### src/rtl/serial_add_driver_if.sv
// Handshake and serial-link bundle between the parallel datapath, the
// serial_add_driver front end and the bit-serial adder core.
interface serial_add_driver_if #(
  parameter int WIDTH = 8
) ();
  logic             start;
  logic [WIDTH-1:0] a_in;
  logic [WIDTH-1:0] b_in;
  logic             busy;
  logic             done;
  logic [WIDTH:0]   sum_out;
  logic             mismatch;
  logic             ser_rst_n;
  logic             ser_a;
  logic             ser_b;
  logic             ser_s;
  logic             ser_c;

  // Driver-side view: operands in, serial bits out, serial result back in.
  modport slave (
    input  start, a_in, b_in, ser_s, ser_c,
    output busy, done, sum_out, mismatch, ser_rst_n, ser_a, ser_b
  );

  modport master (
    output start, a_in, b_in, ser_s, ser_c,
    input  busy, done, sum_out, mismatch, ser_rst_n, ser_a, ser_b
  );
endinterface

### src/rtl/serial_add_driver.sv
// Feeds two operands LSB-first into a bit-serial adder, reassembles the
// returned sum and carry, and flags any disagreement with a parallel add.
module serial_add_driver #(
  parameter int WIDTH = 8
) (
  input logic                 clk,
  input logic                 reset,
  serial_add_driver_if.slave  bus
);
  localparam int CW = $clog2(WIDTH);

  typedef enum logic [2:0] {
    IDLE,
    CLEAR,
    SHIFT,
    DRAIN,
    DONE
  } state_t;

  state_t           r_state;
  logic [WIDTH-1:0] r_shA;
  logic [WIDTH-1:0] r_shB;
  logic [WIDTH-1:0] r_refA;
  logic [WIDTH-1:0] r_refB;
  logic [CW-1:0]    r_cnt;
  logic [WIDTH-2:0] r_cap;
  logic             r_busy;
  logic             r_done;
  logic             r_mismatch;
  logic [WIDTH:0]   r_sum;
  logic             r_serRstN;
  logic             r_serA;
  logic             r_serB;

  logic [CW-1:0]    w_capIdx;
  logic [WIDTH:0]   w_result;
  logic [WIDTH:0]   w_refSum;

  // The adder answers one cycle late, so DRAIN sees the top sum bit and carry.
  assign w_capIdx = r_cnt - 1'b1;
  assign w_result = {bus.ser_c, bus.ser_s, r_cap};
  assign w_refSum = {1'b0, r_refA} + {1'b0, r_refB};

  always_ff @(posedge clk) begin
    if (!reset) begin
      r_state    <= IDLE;
      r_shA      <= '0;
      r_shB      <= '0;
      r_refA     <= '0;
      r_refB     <= '0;
      r_cnt      <= '0;
      r_cap      <= '0;
      r_busy     <= 1'b0;
      r_done     <= 1'b0;
      r_mismatch <= 1'b0;
      r_sum      <= '0;
      r_serRstN  <= 1'b0;
      r_serA     <= 1'b0;
      r_serB     <= 1'b0;
    end else begin
      case (r_state)
        IDLE, DONE: begin
          r_done     <= 1'b0;
          r_mismatch <= 1'b0;
          r_serA     <= 1'b0;
          r_serB     <= 1'b0;
          if (bus.start) begin
            r_state   <= CLEAR;
            r_busy    <= 1'b1;
            r_serRstN <= 1'b0;
            r_shA     <= bus.a_in;
            r_shB     <= bus.b_in;
            r_refA    <= bus.a_in;
            r_refB    <= bus.b_in;
            r_cnt     <= '0;
            r_cap     <= '0;
          end else begin
            r_state   <= IDLE;
            r_serRstN <= 1'b1;
          end
        end
        CLEAR: begin
          r_state   <= SHIFT;
          r_serRstN <= 1'b1;
          r_serA    <= r_shA[0];
          r_serB    <= r_shB[0];
          r_shA     <= r_shA >> 1;
          r_shB     <= r_shB >> 1;
        end
        SHIFT: begin
          if (r_cnt != '0) begin
            r_cap[w_capIdx] <= bus.ser_s;
          end
          if (r_cnt == CW'(WIDTH - 1)) begin
            r_state <= DRAIN;
            r_serA  <= 1'b0;
            r_serB  <= 1'b0;
          end else begin
            r_cnt  <= r_cnt + 1'b1;
            r_serA <= r_shA[0];
            r_serB <= r_shB[0];
            r_shA  <= r_shA >> 1;
            r_shB  <= r_shB >> 1;
          end
        end
        DRAIN: begin
          r_state    <= DONE;
          r_busy     <= 1'b0;
          r_done     <= 1'b1;
          r_sum      <= w_result;
          r_mismatch <= (w_result != w_refSum);
        end
        default: begin
          r_state <= IDLE;
        end
      endcase
    end
  end

  assign bus.busy      = r_busy;
  assign bus.done      = r_done;
  assign bus.sum_out   = r_sum;
  assign bus.mismatch  = r_mismatch;
  assign bus.ser_rst_n = r_serRstN;
  assign bus.ser_a     = r_serA;
  assign bus.ser_b     = r_serB;
endmodule

### src/flat_wrapper.sv
// flat-port wrapper written by rule: the top's interface ports become plain ports
module serial_add_driver_flat 
#(
  parameter int WIDTH = 8
)
  (clk, reset, bus_start, bus_a_in, bus_b_in, bus_ser_s, bus_ser_c, bus_busy, bus_done, bus_sum_out, bus_mismatch, bus_ser_rst_n, bus_ser_a, bus_ser_b);
  serial_add_driver_if #(.WIDTH(WIDTH)) bus_i ();
  input logic clk;
  input logic reset;
  input wire logic [$bits(bus_i.start)-1:0] bus_start;
  input wire logic [$bits(bus_i.a_in)-1:0] bus_a_in;
  input wire logic [$bits(bus_i.b_in)-1:0] bus_b_in;
  input wire logic [$bits(bus_i.ser_s)-1:0] bus_ser_s;
  input wire logic [$bits(bus_i.ser_c)-1:0] bus_ser_c;
  output wire logic [$bits(bus_i.busy)-1:0] bus_busy;
  output wire logic [$bits(bus_i.done)-1:0] bus_done;
  output wire logic [$bits(bus_i.sum_out)-1:0] bus_sum_out;
  output wire logic [$bits(bus_i.mismatch)-1:0] bus_mismatch;
  output wire logic [$bits(bus_i.ser_rst_n)-1:0] bus_ser_rst_n;
  output wire logic [$bits(bus_i.ser_a)-1:0] bus_ser_a;
  output wire logic [$bits(bus_i.ser_b)-1:0] bus_ser_b;
  assign bus_i.start = bus_start;
  assign bus_i.a_in = bus_a_in;
  assign bus_i.b_in = bus_b_in;
  assign bus_i.ser_s = bus_ser_s;
  assign bus_i.ser_c = bus_ser_c;
  assign bus_busy = bus_i.busy;
  assign bus_done = bus_i.done;
  assign bus_sum_out = bus_i.sum_out;
  assign bus_mismatch = bus_i.mismatch;
  assign bus_ser_rst_n = bus_i.ser_rst_n;
  assign bus_ser_a = bus_i.ser_a;
  assign bus_ser_b = bus_i.ser_b;
  serial_add_driver #(.WIDTH(WIDTH)) u_core (.clk(clk), .reset(reset), .bus(bus_i));
endmodule
### config.mk
export PLATFORM = sky130hd
export DESIGN_NAME = serial_add_driver_flat
export DESIGN_NICKNAME = d
export VERILOG_FILES = /design/src/rtl/serial_add_driver_if.sv /design/src/rtl/serial_add_driver.sv /design/src/flat_wrapper.sv
export SDC_FILE = /design/constraint.sdc
export NUM_CORES = 1
export LEC_CHECK = 0
export ABC_AREA = 1
export CAP_MARGIN = 10
export CORE_MARGIN = 4
export CORE_UTILIZATION = 55
export CTS_CLUSTER_DIAMETER = 200
export DETAILED_ROUTE_END_ITERATION = 8
export GPL_TIMING_DRIVEN = 0
export PLACE_DENSITY_LB_ADDON = 0.1
export SYNTH_ARGS = -nofsm -noshare
export SYNTH_HDL_FRONTEND = slang
export SYNTH_SLANG_ARGS = --single-unit
export TNS_END_PERCENT = 1
### constraint.sdc
create_clock -name clk -period 1.9 [get_ports clk]
set_input_delay 0.38 -clock clk [delete_from_list [all_inputs] [get_ports clk]]
set_output_delay 0.38 -clock clk [all_outputs]
set_load 0.1 [all_outputs]
==> results.toml <==
[run_status]
outcome = "finished, violations left"
violations = "setup timing"

[logic_synthesis]
netlist_area_sq_um = 3010
syn_avg_cell_area_sq_um = 7.19
syn_nets = 453
synth_warnings = 0
synth.top_cell.area_share = 0.399
synth_top_cells_by_area = "dfxtp_1, nand2_1, o21ai_0"
yosys_register_bits = 60
ys_seq_area_frac = 0.399
syn_inst = 419
synth.distinct_cells = 35
yosysTopAreaCell = "dfxtp_1"

[power_and_ir_drop]
pwr-share-comb = 0.306
clkPwrFrac = 0.302
peakVddDrop_uv = 633
total_leakage_power_nw = 1.62
seqPwrFrac = 0.392
power.switching_mw = 1.38
internal-power_mw = 2.50
switching_share = 0.356
p_per_area_nw_per_um2 = 1070

[floorplanning]
dieArea_sq_um = 6730
start_util = 0.579
core_sq_um = 5200
pin_count = 36
num_rows = 26
die_x_um = 82.0
die_h_um = 82.0

[final_layout]
final_core_util = 0.694
layout.nets = 499
syn_to_final_growth_pct = 19.8
layout-drive-gt1-share = 0.132
fin_area_sq_um = 3610
fillers = 473
antenna_cells = 0

[timing]
fin_skew_ns = 0.00844
setup_violations = 1
finalCritPeriodShare = 1.05
hold_viol_final = 0
worst_pin_slew_ns = 0.949
fmax_mhz = 501
rsz0062_at_grt = "true"
drv_slew = 0
finalWorstSetupSlack_ns = -0.0947
fin_tns_setup_ns = -0.0947
finalCriticalPeriod_ns = 1.99
slew_headroom = 0.370

[place]
dpl_worst_slack_ns = -0.141
port_buffers = 35
placed_area_sq_um = 3450
gp_congestion = 0.885
hpwl_um = 5530

[critical_path]
cp_cell_sequence = "ha_4 -> fa_1 -> xnor2_1 -> nand3_1 -> nor2_2 -> nand3_1 -> nor2_1 -> nand4_1 -> nand2_1 -> inv_1"
slowest_delay_ns = 0.46
end_kind = "flip-flop"
path_class = "flip-flop to flip-flop"
timing.critical_path.mode_cell = "nand3_1"
slowest_stage = "fa_1"
worstPathRequired_ns = 2.13
startpoint_type = "flip-flop"
cp.arrival_ns = 2.23
crit_fanout = 3

[cts]
cts_tree = "done"
path_clk_slew_ns = 0.07
clock_latency_ns = 0.33
cts_max_path_buffers = 2
cts_max_level = 3
cts_setup_buffers = 0
cts.sinks = 60
hold_buffers = 0
numCtsBuffers = 9
root_buffer = "clkbuf_8"

[route]
dr.pass1.iters = 6
route.detailed.drc = 0
via_count = 2895
antenna_left = 0
wl_um = 7320
avgViaCountPerCell = 5.36
detail_route.wl_per_cell_um = 13.6
detail_route.iter0.violations = 167

[global_route]
grt_pass1_vias = 2707
grt_max_degree = 11
grt_pass1_wl_um = 12500
antenna_found_initial = 0
grt_remaining_overflow = 0
track_usage = 0.247

[job]
max_cap_viol_count = 0

[hold_path]
hold_class = "flip-flop to flip-flop"
## path summary, 6_finish.rpt
kind / startpoint / endpoint / slack [ns] / depth (start not counted)
worst min register to register: u_core.bus.done$_SDFFE_PN0P_ / u_core.bus.done$_SDFFE_PN0P_ / 0.46 / 2
worst max-delay path: u_core.r_refB[0]$_SDFFE_PN0P_ / u_core.bus.mismatch$_SDFFE_PN0P_ / -0.09 / 10
worst min-delay path: u_core.bus.done$_SDFFE_PN0P_ / u_core.bus.done$_SDFFE_PN0P_ / 0.46 / 2
worst max register to register: u_core.r_refB[0]$_SDFFE_PN0P_ / u_core.bus.mismatch$_SDFFE_PN0P_ / -0.09 / 10
## cell families after synthesis
| family | after synthesis | share of synthesized area |
|---|---|---|
| fa+ha+maj | 13 | 0.0565 |
| flops | 60 | 0.399 |
| xor+xnor | 4 | 0.0116 |
| simple gates | 192 | 0.271 |
| buf+inv | 54 | 0.0834 |
| compound gates | 96 | 0.178 |
## state kept, by name (all words and copies together) (netlist names), 3 cells and up
signal              count
u_core.r_cap            7
u_core.r_shA            8
u_core.r_refB           8
u_core.r_cnt            3
u_core.r_shB            8
u_core.bus.sum_out      9
u_core.r_refA           8
u_core.r_state          3
## cell usage after synthesis, drive strengths merged
master / count
nand2: 114
dfxtp: 60
nor2: 53
o21ai: 48
inv: 39
a21oi: 28
nand3: 17
a31oi: 14
ha: 12
buf: 7
clkbuf: 7
nor3: 3
o21a: 3
xnor2: 3
a211oi: 2
nand4: 2
or2: 2
clkinv: 1
fa: 1
nand3b: 1
o31ai: 1
xor2: 1
## per-layer routing
layer	up-vias	GRT usage	part of all wire
met4	0	0.0714	0.016
met3	11	0.0625	0.055
li1	1466	-	-
met5	-	0	0
met1	1339	0.331	0.46
met2	79	0.392	0.47
## metrics by stage
step | hold WS, ns | std cells | total power [mW]
2_1_floorplan | 0.439 | 419 | 2.43
3_5_place_dp | 0.452 | 524 | 2.72
5_1_grt | 0.489 | 540 | 4.11
4_1_cts | 0.462 | 540 | 3.86
6_report | 0.464 | 540 | 3.88
3_3_place_gp | 0.448 | 524 | 2.69
## critical path, delay by kind of cell (launching register included)
family | cells | cell delay (ns)
and+or+nand+nor | 6 | 0.73
adders and majority gates | 2 | 0.63
DFF | 1 | 0.34
xor gates and xnor gates | 1 | 0.17
buffers and inverters | 1 | 0.04
## power groups by stage
stage | logic, mW | registers (mW) | clock network [mW]
floorplan | 0.778 | 1.65 | 0
CTS | 1.18 | 1.51 | 1.17
finish | 1.19 | 1.52 | 1.17
detailed placement | 1.18 | 1.54 | 0
global route | 1.33 | 1.54 | 1.25
global placement | 1.15 | 1.53 | 0
## cell type report
cell class              instances  area (sq um)  share of cell area
multi-input cells             305          1580               0.439
flip-flops and latches         60          1200               0.334
repair buffers                 35           280              0.0776
clock buffers                  12           155              0.0430
inverters                      40           155              0.0430
plain buffers                  14          96.3              0.0267
well taps                      70          87.6              0.0243
clock inverters                 4          47.5              0.0132
## placed cells by master, fill, tap and decap left out, types with 12 or more instances in the layout
| cell | Yosys | final |
|---|---|---|
| nor2_1 | 49 | 48 |
| dfxtp_1 | 60 | 57 |
| clkbuf_2 | 0 | 14 |
| o21ai_0 | 38 | 37 |
| clkdlybuf4s50_1 | 0 | 20 |
| clkbuf_8 | 1 | 12 |
| inv_1 | 36 | 35 |
| a21oi_1 | 28 | 28 |
| nand2_1 | 110 | 109 |
| nand3_1 | 17 | 16 |
## repair_timing
item | CTS | global route
setup endpoints to repair | 16 | 21
resized for setup | 28 | 26
pin swaps | 0 | 4
Power figures use the tool's default switching activity.
